`src/rtl/softusb_tx_if.sv`:
```
// Byte-stream handshake between the softusb SIE register logic and the USB line transmitter.
// The SIE side is the master; the transmitter is the slave.
interface softusb_tx_if;
  logic [7:0] tx_data;
  logic       tx_valid;
  logic       tx_ready;
  logic       generate_eop;
  logic       tx_busy;

  modport master (
    output tx_data,
    output tx_valid,
    output generate_eop,
    input  tx_ready,
    input  tx_busy
  );

  modport slave (
    input  tx_data,
    input  tx_valid,
    input  generate_eop,
    output tx_ready,
    output tx_busy
  );
endinterface

```
`src/rtl/softusb_tx.sv`:
```
// Full/low-speed USB line transmitter: SYNC, NRZI with bit stuffing, EOP, bare keepalive EOP.
// Bit timing assumes a 48 MHz usb_clk (4 clocks per FS bit, 32 per LS bit).
module softusb_tx (
  input  logic        usb_clk,
  input  logic        usb_rst,
  input  logic        low_speed,
  softusb_tx_if.slave bus,
  output logic        txp,
  output logic        txm,
  output logic        txoe
);

  localparam logic [1:0] ST_IDLE = 2'd0;
  localparam logic [1:0] ST_SYNC = 2'd1;
  localparam logic [1:0] ST_DATA = 2'd2;
  localparam logic [1:0] ST_EOP  = 2'd3;

  localparam logic [7:0] SYNC_PATTERN = 8'h80;

  // Line levels for an encoder sitting at J (at_j=1) or K; low speed swaps the pair.
  function automatic logic [1:0] line_of(input logic at_j, input logic slow);
    return (at_j ^ slow) ? 2'b10 : 2'b01;
  endfunction

  logic [1:0] state,    state_nxt;
  logic [4:0] div,      div_nxt;
  logic       ls,       ls_nxt;
  logic [7:0] shreg,    shreg_nxt;
  logic [2:0] bit_cnt,  bit_cnt_nxt;
  logic [2:0] ones_cnt, ones_nxt;
  logic       level_j,  level_j_nxt;
  logic       txp_nxt,  txm_nxt, txoe_nxt;
  logic       ready_q,  ready_nxt;

  logic       strobe;
  logic       send_bit;
  logic       bit_val;
  logic       send_se0;

  assign strobe       = ls ? (div == 5'd31) : (div[1:0] == 2'd3);
  assign bus.tx_ready = ready_q;
  assign bus.tx_busy  = (state != ST_IDLE);

  always_comb begin
    // NOTE: every signal written here gets a default first, so no path can infer a latch.
    state_nxt   = state;
    div_nxt     = div + 5'd1;
    ls_nxt      = ls;
    shreg_nxt   = shreg;
    bit_cnt_nxt = bit_cnt;
    ones_nxt    = ones_cnt;
    level_j_nxt = level_j;
    txp_nxt     = txp;
    txm_nxt     = txm;
    txoe_nxt    = txoe;
    ready_nxt   = 1'b0;
    send_bit    = 1'b0;
    bit_val     = 1'b0;
    send_se0    = 1'b0;

    case (state)
      ST_IDLE: begin
        div_nxt              = '0;
        ls_nxt               = low_speed;
        level_j_nxt          = 1'b1;
        {txp_nxt, txm_nxt}   = line_of(1'b1, low_speed);
        txoe_nxt             = 1'b0;
        if (bus.tx_valid) begin
          state_nxt   = ST_SYNC;
          bit_cnt_nxt = '0;
          shreg_nxt   = SYNC_PATTERN >> 1;
          send_bit    = 1'b1;
          bit_val     = SYNC_PATTERN[0];
        end else if (bus.generate_eop) begin
          state_nxt   = ST_EOP;
          bit_cnt_nxt = '0;
          send_se0    = 1'b1;
        end
      end

      ST_SYNC, ST_DATA: begin
        if (strobe) begin
          // A pending stuff takes the next slot even after the last bit of a byte.
          if (ones_cnt == 3'd6) begin
            send_bit = 1'b1;
            bit_val  = 1'b0;
          end else if (bit_cnt != 3'd7) begin
            bit_cnt_nxt = bit_cnt + 3'd1;
            shreg_nxt   = shreg >> 1;
            send_bit    = 1'b1;
            bit_val     = shreg[0];
          end else if (bus.tx_valid) begin
            state_nxt   = ST_DATA;
            bit_cnt_nxt = '0;
            shreg_nxt   = {1'b0, bus.tx_data[7:1]};
            ready_nxt   = 1'b1;
            send_bit    = 1'b1;
            bit_val     = bus.tx_data[0];
          end else begin
            state_nxt   = ST_EOP;
            bit_cnt_nxt = '0;
            send_se0    = 1'b1;
          end
        end
      end

      ST_EOP: begin
        if (strobe) begin
          if (bit_cnt == 3'd0) begin
            bit_cnt_nxt = 3'd1;
            send_se0    = 1'b1;
          end else if (bit_cnt == 3'd1) begin
            bit_cnt_nxt        = 3'd2;
            level_j_nxt        = 1'b1;
            {txp_nxt, txm_nxt} = line_of(1'b1, ls);
          end else begin
            state_nxt          = ST_IDLE;
            bit_cnt_nxt        = '0;
            level_j_nxt        = 1'b1;
            {txp_nxt, txm_nxt} = line_of(1'b1, ls);
            txoe_nxt           = 1'b0;
          end
        end
      end

      default: state_nxt = ST_IDLE;
    endcase

    // NRZI: a 0 toggles the line, a 1 holds it; runs of 1s feed the stuffing counter.
    if (send_bit) begin
      level_j_nxt        = bit_val ? level_j : ~level_j;
      ones_nxt           = bit_val ? ones_cnt + 3'd1 : 3'd0;
      {txp_nxt, txm_nxt} = line_of(level_j_nxt, ls_nxt);
      txoe_nxt           = 1'b1;
    end

    if (send_se0) begin
      {txp_nxt, txm_nxt} = 2'b00;
      txoe_nxt           = 1'b1;
      ones_nxt           = 3'd0;
    end
  end

  always_ff @(posedge usb_clk) begin
    if (usb_rst) begin
      state    <= ST_IDLE;
      div      <= '0;
      ls       <= 1'b0;
      shreg    <= '0;
      bit_cnt  <= '0;
      ones_cnt <= '0;
      level_j  <= 1'b1;
      txp      <= 1'b1;
      txm      <= 1'b0;
      txoe     <= 1'b0;
      ready_q  <= 1'b0;
    end else begin
      // NOTE: registers take their next values with non-blocking assignments only.
      state    <= state_nxt;
      div      <= div_nxt;
      ls       <= ls_nxt;
      shreg    <= shreg_nxt;
      bit_cnt  <= bit_cnt_nxt;
      ones_cnt <= ones_nxt;
      level_j  <= level_j_nxt;
      txp      <= txp_nxt;
      txm      <= txm_nxt;
      txoe     <= txoe_nxt;
      ready_q  <= ready_nxt;
    end
  end

endmodule

```
`src/flat_wrapper.sv`:
```
// flat-port wrapper written by rule: the top's interface ports become plain ports
module softusb_tx_flat 
  (usb_clk, usb_rst, low_speed, txp, txm, txoe, bus_tx_data, bus_tx_valid, bus_generate_eop, bus_tx_ready, bus_tx_busy);
  softusb_tx_if bus_i ();
  input  logic usb_clk;
  input  logic usb_rst;
  input  logic low_speed;
  output logic txp;
  output logic txm;
  output logic txoe;
  input wire logic [$bits(bus_i.tx_data)-1:0] bus_tx_data;
  input wire logic [$bits(bus_i.tx_valid)-1:0] bus_tx_valid;
  input wire logic [$bits(bus_i.generate_eop)-1:0] bus_generate_eop;
  output wire logic [$bits(bus_i.tx_ready)-1:0] bus_tx_ready;
  output wire logic [$bits(bus_i.tx_busy)-1:0] bus_tx_busy;
  assign bus_i.tx_data = bus_tx_data;
  assign bus_i.tx_valid = bus_tx_valid;
  assign bus_i.generate_eop = bus_generate_eop;
  assign bus_tx_ready = bus_i.tx_ready;
  assign bus_tx_busy = bus_i.tx_busy;
  softusb_tx u_core (.usb_clk(usb_clk), .usb_rst(usb_rst), .low_speed(low_speed), .bus(bus_i), .txp(txp), .txm(txm), .txoe(txoe));
endmodule
```
`config.mk`:
```
export PLATFORM = sky130hd
export DESIGN_NAME = softusb_tx_flat
export DESIGN_NICKNAME = d
export VERILOG_FILES = /design/src/rtl/softusb_tx_if.sv /design/src/rtl/softusb_tx.sv /design/src/flat_wrapper.sv
export SDC_FILE = /design/constraint.sdc
export NUM_CORES = 1
export LEC_CHECK = 0
export ABC_AREA = 1
export CAP_MARGIN = 20
export CORE_ASPECT_RATIO = 0.75
export CORE_MARGIN = 2
export CORE_UTILIZATION = 50
export CTS_BUF_LIST = sky130_fd_sc_hd__clkbuf_8
export DETAILED_ROUTE_END_ITERATION = 10
export HOLD_SLACK_MARGIN = 0.02
export PLACE_DENSITY = 0.82
export SKIP_LAST_GASP = 1
export SLEW_MARGIN = 30
export SYNTH_ARGS = -nofsm -noshare
export SYNTH_HDL_FRONTEND = slang
export SYNTH_SLANG_ARGS = --single-unit
```
`constraint.sdc`:
```
create_clock -name usb_clk -period 2.53 [get_ports usb_clk]
set_clock_uncertainty 0.05 [all_clocks]
set_input_delay 0.253 -clock usb_clk [delete_from_list [all_inputs] [get_ports usb_clk]]
set_output_delay 0.253 -clock usb_clk [all_outputs]
set_load 0.01 [all_outputs]
```
==> flow_summary.yaml, run 1 <==
place:
  dpl_worst_slack_ps: 492
  gp_congestion: 0.832
  dpl-instance-area_sq_um: 1810
  portBuffers: 17
  dp_hpwl_mm: 2.46
clock_tree:
  insertion_delay_ps: 270
  cts_tree: "done"
  holdBufCountCts: 0
  clockRootBuffer: "clkbuf_8"
  htreeDepth: 1
  clock_sinks: 26
  post_cts_buffers: 0
  cts_made_buffers: 3
  clock_path_buffers: 2
  clk_pin_slew_worst_paths_ps: 90
  post_cts_resized: 0
yosys:
  synth_edf_count: 0
  synthCells: 214
  syn_area_sq_um: 1630
  synth_cell_types: 37
  syn_nets: 238
  async_flop_share_pct: 0
  synth-seq-area-share_pct: 32.0
  avgSynthCellArea_sq_um: 7.61
  synth_warnings: 0
  synth-seq-cells: 26
  yosys_most_used_dff: "dfxtp_1"
timing:
  grt_setup_unrepaired: "no"
  timing.final.ws_setup_ps: 466
  tightest_slew_ps: 575
  post-route-period-util_pct: 81.6
  slew_headroom_pct: 61.7
  final_hold_viol_count: 0
  fmax_ghz: 0.485
  setup_viol: 0
  finalSetupTns_ps: 0
  fin_crit_ps: 2060
  drv_slew: 0
detailed_routing:
  drt_pre_antenna_iters: 4
  first_iter_violations: 49
  via_count: 1411
  drt-total-wl_mm: 3.26
  vias_per_cell: 5.25
  drc_errors: 0
  final_antenna_net_count: 0
  wl_per_cell_um: 12.1
grt:
  antenna_found_initial: 0
  grt_pass1_wl_mm: 5.63
  grt_pass1_vias: 1269
  grtUsageTotal_pct: 19.1
  overflow: 0
  grt_max_degree: 15
hold_path:
  worstHoldPathCells: 1
  hp-class: "reg2reg"
floorplanning:
  dieArea_sq_um: 3740
  die_height_um: 53.4
  io-pin-count: 18
  initial_utilization_pct: 53.9
  die_w_um: 69.9
  core_area_sq_um: 3020
  rows: 17
setup_path:
  end_kind: "flip-flop"
  start_kind: "flip-flop"
  critPathMaxFanout: 14
  r2r_cells: 9
  required_ps: 2650
  crit_type: "reg2reg"
  crit_arrival_ps: 2190
power_and_ir_drop:
  pwr_density_cell_nw_per_um2: 990
  power_leakage_uw: 0.000808
  intPower_uw: 1020
  swShare_pct: 44.6
  combPwrFrac_pct: 54.3
  p_total_uw: 1850
  power_frac_clock_pct: 14.5
  ir_drop_uv: 642
  seqPwrFrac_pct: 31.2
  netSwitchingPower_uw: 824
final_layout:
  n_fill_cell: 269
  seq_area_sq_um: 520
  postLayoutCoreUtil_pct: 61.8
  antenna_cells: 0
  final_cell_area_sq_um: 1870
  drive_gt1_share_pct: 17.7
  synthToLayoutAreaGrowth_pct: 14.6
  multi_input_area_sq_um: 943
  nets: 256
run:
  drv_cap: 0
status:
  status: "finished, final reports clean"
==> cells by family after synthesis <==
group / count (synthesis) / synth area share, %
compound gates: 46 / 17.2
xor+xnor: 1 / 0.538
fa+ha+maj: 11 / 8.45
buf+inv: 36 / 10.1
flops: 26 / 32.0
simple gates: 94 / 31.7
==> Yosys cell counts, types with 2 or more instances <==
library cell,number,area (sq um)
nand3_4,2,35.0
o21ai_1,8,40.0
ha_1,11,138
or3_1,2,12.5
nand3_2,5,50.1
a21oi_2,2,17.5
inv_2,4,15.0
a31oi_1,2,12.5
o21ai_0,8,40.0
nand2_4,4,45.0
nor2_4,3,33.8
dfxtp_1,26,521
a211oi_1,3,22.5
a21oi_1,16,80.1
nand2_2,9,56.3
nor2_1,26,97.6
inv_1,25,93.8
nand3_1,14,70.1
nand2_1,26,97.6
==> metrics by stage <==
stage               std cells  hold slack, ps
finish                    269             419
detailed placement        265             404
global placement          265             381
floorplan                 214             353
CTS                       269             417
global route              269             460
==> power groups by stage <==
stage / Clock (uW) / Combinational, uW / Sequential (uW)
floorplan: 0 / 787 / 580
global placement: 0 / 978 / 584
detailed placement: 0 / 996 / 586
CTS: 280 / 1000 / 576
global route: 299 / 1120 / 590
finish: 268 / 1000 / 576
==> worst paths after layout <==
check	slack, ps	to	startpoint
max	470	u_core.txp	u_core.state[0]
max reg2reg	470	u_core.txp	u_core.state[0]
min reg2reg	420	u_core.div[0]	u_core.div[0]
min	420	u_core.div[0]	u_core.div[0]
==> placed cells by master, fill, tap and decap left out <==
master and count:
nor3_1 1, nand2_2 9, nor3b_1 1, inv_1 25, dfxtp_1 26, or3_1 2
ha_1 11, a21boi_2 1, a21oi_2 2, clkbuf_8 4, clkdlybuf4s50_1 17, nor2_4 3
a21oi_1 16, nor2_1 26, inv_2 4, o21ai_2 1, clkinv_2 1, o2111ai_1 1
o21ai_1 8, a31oi_1 2, nand3_4 2, a211oi_2 1, nand3_1 14, nand2_4 4
o21ai_0 8, buf_4 1, nor2_2 1, o21bai_1 1, nand3_2 5, inv_6 1
xor2_1 1, o21bai_2 1, nand2_1 26, o21a_1 1, a211oi_1 3
==> flip-flops by register name, summed over array words and instances (netlist names) <==
name and flops:
u_core.shreg 7, u_core.div 5, u_core.bit_cnt 3, u_core.ones_cnt 3
u_core.state 2, u_core.bus.tx_ready 1, u_core.level_j 1, u_core.ls 1
u_core.txm 1, u_core.txoe 1, u_core.txp 1
==> critical path: stages, from the launching register on <==
cell,delay [ps]
dfxtp_1,360
inv_1,70
ha_1,650
inv_1,200
a21oi_1,180
nand3_1,130
nand3_2,100
nand3_2,90
nand3_1,80
nand2_1,50
==> metal layers <==
layer | track usage [%] | vias to the layer above | wire length [um]
li1 | - | 732 | -
met1 | 25.8 | 653 | 1700
met2 | 31.0 | 21 | 1410
met3 | 4.57 | 5 | 104
met4 | 4.81 | 0 | 37
met5 | 0 | - | 0
==> area by class of cell <==
cell class,instances,area share [%]
Tap cell,38,2.55
Clock buffer,4,2.95
Sequential cell,26,27.9
Timing Repair Buffer,18,9.52
Inverter,31,6.57
Multi-Input combinational cell,152,50.5
Power figures use the tool's default switching activity.
==> run 2, diff against run 1 <==
==> constraint.sdc (replaced) <==
create_clock -name usb_clk -period 2 [get_ports usb_clk]
set_clock_uncertainty 0.05 [all_clocks]
set_input_delay 0.2 -clock usb_clk [delete_from_list [all_inputs] [get_ports usb_clk]]
set_output_delay 0.2 -clock usb_clk [all_outputs]
set_load 0.01 [all_outputs]
==> run 2 against run 1 <==
  * Sequential power increased by 30%
  * Critical path type unchanged
  * Routed wire length increased by 7.1%
  * Fmax increased by 9.8%
  * First-iteration DRC count increased by 27%
  * Via count increased by 2.5%
  * Critical path depth increased by 5
  * Final cell count increased by 2.2%
  * Critical endpoint unchanged
==> flow_summary.yaml, run 2 (same netlist as run 1, synthesis figures left out) <==
status:
  status: "finished, final reports clean"
final_layout:
  final_cell_mix: "26 x nand2_1, 26 x nor2_1, 25 x inv_1"
  fin_cells: 275
  drive_gt1_share_pct: 23.6
  regMostFlops: "u_core.shreg"
  multi_input_area_sq_um: 981
  largest_reg_flops: 7
  seq_area_sq_um: 526
  antenna_cells: 0
  postLayoutCoreUtil_pct: 65.1
  synthToLayoutAreaGrowth_pct: 20.7
  reg_top3: "u_core.shreg: 7 flops, u_core.div: 5 flops"
  nets: 262
  n_fill_cell: 269
clock_tree:
  holdBufCountCts: 0
  clock_path_buffers: 2
  htreeDepth: 1
  cts_tree: "done"
  insertion_delay_ps: 270
  clockRootBuffer: "clkbuf_8"
  clk_pin_slew_worst_paths_ps: 90
  clock_sinks: 26
  cts_made_buffers: 3
detailed_routing:
  first_iter_violations: 62
  via_count: 1446
  vias_per_cell: 5.26
  wl_per_cell_um: 12.7
  drc_errors: 0
  final_antenna_net_count: 0
  drt_pre_antenna_iters: 4
  drt-total-wl_mm: 3.49
timing:
  finalSetupTns_ps: 0
  fmax_ghz: 0.532
  drv_slew: 0
  fin_crit_ps: 1880
  final_hold_viol_count: 0
  setup_viol: 0
  grt_setup_unrepaired: "yes"
  slew_headroom_pct: 73.5
  hold_slack_ps: 402
  tightest_slew_ps: 393
  post-route-period-util_pct: 94.0
grt:
  overflow: 0
  grtUsageTotal_pct: 19.5
  grt_pass1_vias: 1319
  grt_pass1_wl_mm: 5.75
  grt_max_degree: 15
  antenna_found_initial: 0
floorplanning:
  io-pin-count: 18
  die_w_um: 69.9
  core_area_sq_um: 3020
  rows: 17
  initial_utilization_pct: 53.9
  die_height_um: 53.4
  dieArea_sq_um: 3740
setup_path:
  r2r-start: "u_core.div[0]"
  crit_arrival_ps: 2000
  setup.worst_path.end: "u_core.txp"
  r2r_end: "u_core.txp"
  r2r_cells: 14
  crit_type: "reg2reg"
  critPathMaxFanout: 5
  end_kind: "flip-flop"
  required_ps: 2120
  reg2reg_slack_ps: 120
  start_kind: "flip-flop"
  crit_path_start: "u_core.div[0]"
place:
  gp_congestion: 0.838
  dp_hpwl_mm: 2.63
  dpl.cell_count: 269
  portBuffers: 17
power_and_ir_drop:
  power_leakage_uw: 0.000838
  netSwitchingPower_uw: 1100
  intPower_uw: 1400
  pwr_density_cell_nw_per_um2: 1270
  combPwrFrac_pct: 56.5
  ir_drop_uv: 730
  seqPwrFrac_pct: 29.9
  power_frac_clock_pct: 13.6
  swShare_pct: 44.0
run:
  drv_cap: 0
hold_path:
  hp-class: "reg2reg"
==> run 2: cell types whose count changed in the layout (fill, tap and decap cells not counted), moves of 2 or more <==
cell | previous run | this run
ha_2 | 0 | 3
buf_4 | 1 | 6
dfxtp_1 | 26 | 24
ha_1 | 11 | 7
==> run 2: power by group through the flow <==
stage          Clock [uW]  Sequential [uW]  Combinational, uW
2_1_floorplan           0              733                996
3_3_place_gp            0              739               1280
3_5_place_dp            0              742               1310
4_1_cts               353              731               1320
5_1_grt               377              761               1560
6_report              339              746               1410
==> run 2: area by class of cell <==
type | count | share of cell area (%)
timing repair buffer | 24 | 12.0
inverter | 31 | 6.23
sequential | 26 | 26.7
multi-input combinational | 152 | 49.9
tap | 38 | 2.42
clock buffer | 4 | 2.80
==> run 2: how the worst min path moves through the flow <==
stage	startpoint	end	cells past startpoint
after floorplan	bus_tx_valid	u_core.bus.tx_ready	2
after global placement	u_core.div[0]	u_core.div[0]	1
after detailed placement	u_core.div[0]	u_core.div[0]	1
after CTS	u_core.div[0]	u_core.div[0]	1
after global routing	u_core.div[0]	u_core.div[0]	1
final	u_core.div[0]	u_core.div[0]	1
==> run 2: what timing repair did <==
item,in CTS,in global routing
setup endpoints to repair,0,15
resized for setup,0,12
setup buffers,0,2
==> run 2: worst max-delay path, stage by stage (launching register included) <==
cell     delay [ps]
dfxtp_4         370
ha_4            130
nand2_1          60
nor2_1          120
ha_2            170
inv_1            50
nand2_4          90
nand3_4         120
buf_12          150
nor2_4          110
nand2_2          60
nand3_2          70
nand3_2          80
nand3_1          80
nand2_1          60
==> run 2: per-stage QoR <==
step | area, sq um | power [uW] | worst slack (ps)
after floorplan | 1630 | 1730 | 272
after detailed placement | 1840 | 2050 | 108
after CTS | 1900 | 2400 | 55.1
final | 1970 | 2500 | 121
after global placement | 1840 | 2020 | 134
after global routing | 1970 | 2700 | -30.2
==> run 2: routing by layer <==
layer | track usage, % | wire, um | vias up | share of wire [%]
li1 | - | - | 747 | -
met1 | 25.3 | 1750 | 669 | 50
met3 | 4.57 | 114 | 4 | 3.3
met5 | 0 | 0 | - | 0
met2 | 33.3 | 1600 | 26 | 46
met4 | 3.85 | 21 | 0 | 0.60
